==> config.mk <==
export PLATFORM = sky130hd
export DESIGN_NAME = mac_vec_feeder
export DESIGN_NICKNAME = d
export VERILOG_FILES = /design/src/rtl/mac_pkg.sv /design/src/rtl/operand_fifo.sv /design/src/rtl/mac_vec_feeder.sv
export SDC_FILE = /design/constraint.sdc
export NUM_CORES = 1
export LEC_CHECK = 0
export BUFFER_PORTS_ARGS = -buffer_cell sky130_fd_sc_hd__buf_2
export CAP_MARGIN = 30
export CORE_ASPECT_RATIO = 1.5
export CORE_UTILIZATION = 30
export CTS_CLUSTER_SIZE = 8
export DETAILED_ROUTE_END_ITERATION = 10
export PLACE_DENSITY = 0.46
export SKIP_LAST_GASP = 1
export SLEW_MARGIN = 20
export SYNTH_ARGS = -nofsm -noshare
export SYNTH_HDL_FRONTEND = slang
export SYNTH_HIERARCHICAL = 1
export SYNTH_SLANG_ARGS = --single-unit
==> constraint.sdc <==
create_clock -name clk -period 7.7 [get_ports clk]
set_input_delay 1.155 -clock clk [delete_from_list [all_inputs] [get_ports clk]]
set_output_delay 1.155 -clock clk [all_outputs]
set_load 0.03 [all_outputs]
==> src/rtl/mac_pkg.sv <==
// mac_pkg: shared types and width helpers for the MAC feeder slice
package mac_pkg;
  localparam int DATA_WIDTH_DEF = 8;
  typedef enum logic [2:0] {
    CLEAR   = 3'd0,
    ACCUM   = 3'd1,
    WAIT    = 3'd2,
    CAPTURE = 3'd3,
    HOLD    = 3'd4
  } feeder_state_t;
  function automatic int ACC_W(input int dw);
    return 3 * dw;
  endfunction
endpackage

==> src/rtl/operand_fifo.sv <==
// operand_fifo: synchronous FIFO of operand pairs, registered pointers and count
module operand_fifo #(
  parameter int WIDTH = 16,
  parameter int DEPTH = 4
) (
  input  logic                     clk,
  input  logic                     rst,
  input  logic                     push_i,
  input  logic [WIDTH-1:0]         din_i,
  input  logic                     pop_i,
  output logic [WIDTH-1:0]         dout_o,
  output logic                     full_o,
  output logic                     empty_o,
  output logic [$clog2(DEPTH):0]   count_o
);
  localparam int AW = $clog2(DEPTH);
  localparam int CW = AW + 1;
  logic [WIDTH-1:0] mem_q [DEPTH];
  logic [AW-1:0] wr_q, rd_q;
  logic [CW-1:0] cnt_q;
  logic do_push, do_pop;
  assign full_o  = cnt_q == CW'(DEPTH);
  assign empty_o = cnt_q == '0;
  assign count_o = cnt_q;
  assign dout_o  = mem_q[rd_q];
  assign do_push = push_i && !full_o;
  assign do_pop  = pop_i && !empty_o;
  // DEPTH is a power of two, so pointers wrap naturally
  always_ff @(posedge clk) begin
    if (rst) begin
      wr_q  <= '0;
      rd_q  <= '0;
      cnt_q <= '0;
    end else begin
      if (do_push) wr_q <= wr_q + AW'(1);
      if (do_pop) rd_q <= rd_q + AW'(1);
      cnt_q <= cnt_q + CW'(do_push) - CW'(do_pop);
    end
  end
  always_ff @(posedge clk) if (do_push) mem_q[wr_q] <= din_i;
endmodule

==> src/rtl/mac_vec_feeder.sv <==
// mac_vec_feeder: buffers operand pairs and sequences one MAC through VEC_LEN-long dot products
module mac_vec_feeder
  import mac_pkg::*;
#(
  parameter int DATA_WIDTH = DATA_WIDTH_DEF,
  parameter int VEC_LEN    = 4,
  parameter int FIFO_DEPTH = 4
) (
  input  logic                            clk,
  input  logic                            rst,
  input  logic                            in_valid,
  output logic                            in_ready,
  input  logic [DATA_WIDTH-1:0]           in_a,
  input  logic [DATA_WIDTH-1:0]           in_b,
  output logic                            mac_en,
  output logic                            mac_clr,
  output logic [DATA_WIDTH-1:0]           mac_a,
  output logic [DATA_WIDTH-1:0]           mac_b,
  input  logic [ACC_W(DATA_WIDTH)-1:0]    mac_cout,
  output logic                            res_valid,
  input  logic                            res_ready,
  output logic [ACC_W(DATA_WIDTH)-1:0]    res_data
);
  localparam int RW = ACC_W(DATA_WIDTH);
  localparam int CW = $clog2(VEC_LEN);
  feeder_state_t state_q, state_d;
  logic [CW-1:0] cnt_q, cnt_d;
  logic mac_en_q, mac_clr_q, res_valid_q, res_valid_d;
  logic [DATA_WIDTH-1:0] mac_a_q, mac_a_d, mac_b_q, mac_b_d;
  logic [RW-1:0] res_data_q, res_data_d;
  logic [2*DATA_WIDTH-1:0] fifo_dout;
  logic fifo_full, fifo_empty, pop, last;
  logic [$clog2(FIFO_DEPTH):0] fifo_level_unused;
  operand_fifo #(.WIDTH(2*DATA_WIDTH), .DEPTH(FIFO_DEPTH)) u_fifo (
    .clk(clk),
    .rst(rst),
    .push_i(in_valid),
    .din_i({in_a, in_b}),
    .pop_i(pop),
    .dout_o(fifo_dout),
    .full_o(fifo_full),
    .empty_o(fifo_empty),
    .count_o(fifo_level_unused)
  );
  assign in_ready = !fifo_full;
  assign pop      = state_q == ACCUM && !fifo_empty;
  assign last     = cnt_q == CW'(VEC_LEN - 1);
  always_comb begin
    state_d = state_q == CLEAR   ? ACCUM :
              state_q == ACCUM   ? (pop && last ? WAIT : ACCUM) :
              state_q == WAIT    ? CAPTURE :
              state_q == CAPTURE ? HOLD :
              state_q == HOLD    ? (res_ready ? CLEAR : HOLD) : CLEAR;
    cnt_d = state_q == CLEAR ? '0 : pop ? cnt_q + CW'(1) : cnt_q;
    {mac_a_d, mac_b_d} = pop ? fifo_dout : {mac_a_q, mac_b_q};
    res_data_d = state_q == CAPTURE ? mac_cout : res_data_q;
    res_valid_d = state_q == CAPTURE || (res_valid_q && !res_ready);
  end
  // mac_en follows the pop by one edge; the MAC folds the pair in on the edge after
  always_ff @(posedge clk) begin
    if (rst) begin
      state_q     <= CLEAR;
      cnt_q       <= '0;
      mac_en_q    <= 1'b0;
      mac_clr_q   <= 1'b0;
      mac_a_q     <= '0;
      mac_b_q     <= '0;
      res_valid_q <= 1'b0;
      res_data_q  <= '0;
    end else begin
      state_q     <= state_d;
      cnt_q       <= cnt_d;
      mac_en_q    <= pop;
      mac_clr_q   <= state_q == CLEAR;
      mac_a_q     <= mac_a_d;
      mac_b_q     <= mac_b_d;
      res_valid_q <= res_valid_d;
      res_data_q  <= res_data_d;
    end
  end
  assign mac_en    = mac_en_q;
  assign mac_clr   = mac_clr_q;
  assign mac_a     = mac_a_q;
  assign mac_b     = mac_b_q;
  assign res_valid = res_valid_q;
  assign res_data  = res_data_q;
endmodule
==> reports/summary.md <==
The share of post-route cells with drive strength above 1 is 0.318, and the post-route fraction of the period consumed by the critical path is 0.447. The total number of H-tree levels was 4. The I/O pin count was 88; the data required time of the worst path was 7.99 ns. Number of flops mapped to enable cells by yosys: 64. After detailed placement, the total cell area comes to 5100 sq um.

Share of synthesized registers carrying an async set or reset: 0. A synthesized cell averages 13.2 sq um. The tools report the type of element launching the critical path as a flop. The finished layout holds 642 standard cells, fillers aside.

Clock tree synthesis found a total of 121 sinks. The tools report the post-route antenna net violation count as 0. Setup repair after global routing left no endpoint under its margin.

Including well taps, the total number of placed cells is 609. The synthesized design contains 121 register bits. Input and output buffers added on the ports amount to 87. The number of antenna violations at the first check in global routing was 0. In the detailed route, the total length drawn on met3 is 328 um. The logs give 37 for the number of distinct library cell variants in the gate-level netlist after synthesis and 2839 for the via count of the first global-routing pass. The congestion estimate from routability-driven global placement came to 0.684. The count of hold-fix buffers inserted at cts is 0, and the total number of vias is 2813.

The logs give 0.00213 uW for the leakage power total and 0 for the number of remaining DRC errors. The average via count per standard cell was 4.38; the final max-slew violation count was 0. At the end of the flow, the number of nets in the layout was 485. Setup total negative slack on the finished layout was measured at 0 ns. Across the VDD grid, the largest voltage drop is 107 uV. Wires add up to 9200 um.

The tools report the kind of end point of the critical path as a flop. The flow ran to the end, and the final reports show no timing, DRC or antenna violations. By area the synthesized netlist is led by edfxtp_1 43%, dfxtp_1 25%, mux4_2 7.5%, nand2_1 6.9%, a21oi_1 5.1%. In this run, post-CTS repair resized a total of 0 instances. The logs give 343 for the synthesized instance count and 0 for the remaining global-route overflow.

Subtracting the final worst setup slack from the clock period gives 3.44 ns. In the detailed route, the total length drawn on met2 is 4890 um. Summing every instance area after synthesis gives 4510 sq um. The post-synth net total is 395.

The critical-path maximum fanout works out to 21. The yosys synthesis warning count came out at 6. Counting along the longest clock path gives a buffer depth of 2. In the final routed layout, each cell accounts on average for 14.3 um.

In this run the power density over the cells is 316 nW/um^2. Max-cap violations in this run came to 0. The later pin in the worst-skew pair is clocked with a latency of 0.40 ns. The run gives 0 as the count of endpoints failing hold in the final timing report.

Of all cell types, the one taking the most synthesized area is edfxtp_1. The logs give 0.679 for the sequential cell area fraction in the yosys report and 291 MHz for the achievable clock frequency. Sorting the synthesized cells by how often they occur yields 83 x nand2_1, 64 x edfxtp_1, 57 x dfxtp_1, 46 x a21oi_1, 15 x mux4_2.

The global-route usage over all layers is 0.126, and the clock edge transition at the registers on the reported setup and hold paths is 0.06 ns. Routed signal wires occupy layers up through met4. The run gives 14500 um as the first-pass GRT wire length.

The relative slew slack is 0.384, and the die outline height is 152 um. TritonCTS built the clock tree. The share of Yosys cell area claimed by the top area cell type is 0.426, and the final cell area excluding filler cells is 5670 sq um. The region available for standard cell placement spans 14600 sq um. The half-perimeter wire length after placement is 6110 um, and the area growth from synthesis to layout is 25.6%. The run gives 3.73 ns as the worst endpoint data arrival time. The number of clock buffers added by TritonCTS is 17.

The critical path is of the reg -> reg type. In this run the clock root is driven by a clkbuf_16. The detailed-router iteration count before antenna repair is 4.

The worst hold path class was reg -> reg. Final setup violation count: 0. nand2_1 is the most common cell in the netlist.

The floorplan has 54 rows. The transition time at the pin with the least slew margin is 0.925 ns. The effective utilization at floorplan is 0.309. The detailed router put a total of 3870 um of wire on met1.

The most used flip-flop cell after synthesis was edfxtp_1. The tools report the post-CTS setup buffer count as 0. The number of antenna diodes in the final layout is 0.

After the first detailed-routing iteration, the DRC count stood at 91. The run gives 0.00829 ns as the setup skew after layout. From left edge to right edge, the die measures 102 um. Entering global routing, the biggest net connects 32 pins. The die covers 15500 sq um.
==> flip-flops by register name (all words and copies together), names as in the netlist, named ones only <==
signal          count
u_fifo/rd_q         2
state_q             3
mac_clr             1
mac_a               8
res_valid           1
u_fifo/mem_q       64
cnt_q               2
res_data           24
mac_b               8
mac_en              1
u_fifo/count_o      3
u_fifo/wr_q         2
==> report_power, final <==
part | internal, uW | leakage [uW] | total (uW) | switching, uW
Combinational | 109 | 0.000819 | 283 | 174
Sequential | 746 | 0.00105 | 780 | 34.5
Clock | 444 | 0.000258 | 730 | 286
Total | 1300 | 0.00213 | 1790 | 495
==> worst paths after layout <==
path / start / endpoint / slack [ns] / depth (start not counted)
worst max-delay path: u_fifo/count_o[1] / u_fifo/count_o[2] / 4.26 / 12
worst min-delay path: res_data[23] / res_data[23] / 0.45 / 2
worst max register to register: u_fifo/count_o[1] / u_fifo/count_o[2] / 4.26 / 12
worst min register to register: res_data[23] / res_data[23] / 0.45 / 2
==> critical path, cell delays in order (launching register included) <==
cell	delay (ns)
dfxtp_1	0.37
nor3_2	0.29
or4b_1	0.63
clkinv_2	0.50
o31ai_2	0.21
inv_1	0.07
ha_1	0.28
inv_1	0.04
ha_1	0.18
fa_1	0.38
xnor2_1	0.18
xnor2_1	0.14
nor2_1	0.05
==> final cells by class <==
cell class / instances / area, sq um
well taps: 196 / 245
multi-input cells: 192 / 1280
clock buffers: 18 / 429
flip-flops and latches: 121 / 3060
inverters: 10 / 38.8
repair buffers: 91 / 489
clock inverters: 14 / 125
fillers: 1462 / 8930
==> kinds of logic (layout without fill, tap and decap cells) <==
logic type,after synthesis,count (layout),synth area share
fa+ha+maj,8,8,0.0238
compound gates,50,50,0.0577
mux,17,17,0.0829
simple gates,113,113,0.111
buf+inv,30,133,0.0380
xor+xnor,4,4,0.00777
flops,121,121,0.679
==> per-stage QoR <==
step                hold slack, ns  total power, uW  utilization  worst slack (ns)
finish                       0.450             1790        0.388              4.26
global placement             0.439             1080        0.347              4.26
floorplan                    0.438             1010            -              4.91
global route                 0.475             1880        0.388              3.89
detailed placement           0.446             1080        0.349              4.19
CTS                          0.453             1830        0.387              4.16
==> metal layers <==
metal / GRT usage / vias to the layer above
met5: 0 / -
met4: 0.0592 / 0
met3: 0.0326 / 8
met2: 0.222 / 73
met1: 0.139 / 1352
li1: - / 1380
==> layout by cell type, fill, tap and decap left out, drive strengths merged, types with 2 or more instances in the layout <==
cell type | synthesis | routed
and2 | 4 | 4
or3 | 2 | 2
clkinv | 1 | 8
inv | 9 | 11
nor3 | 3 | 3
clkinvlp | 0 | 4
mux4 | 16 | 16
clkbuf | 11 | 18
nor2 | 8 | 8
ha | 7 | 7
buf | 9 | 91
edfxtp | 64 | 64
nand2b | 3 | 3
nand2 | 83 | 83
xnor2 | 3 | 3
nor2b | 3 | 3
o21ai | 2 | 2
a21oi | 46 | 46
dfxtp | 57 | 57
or4b | 2 | 2
(Power assumes the default switching activity.)
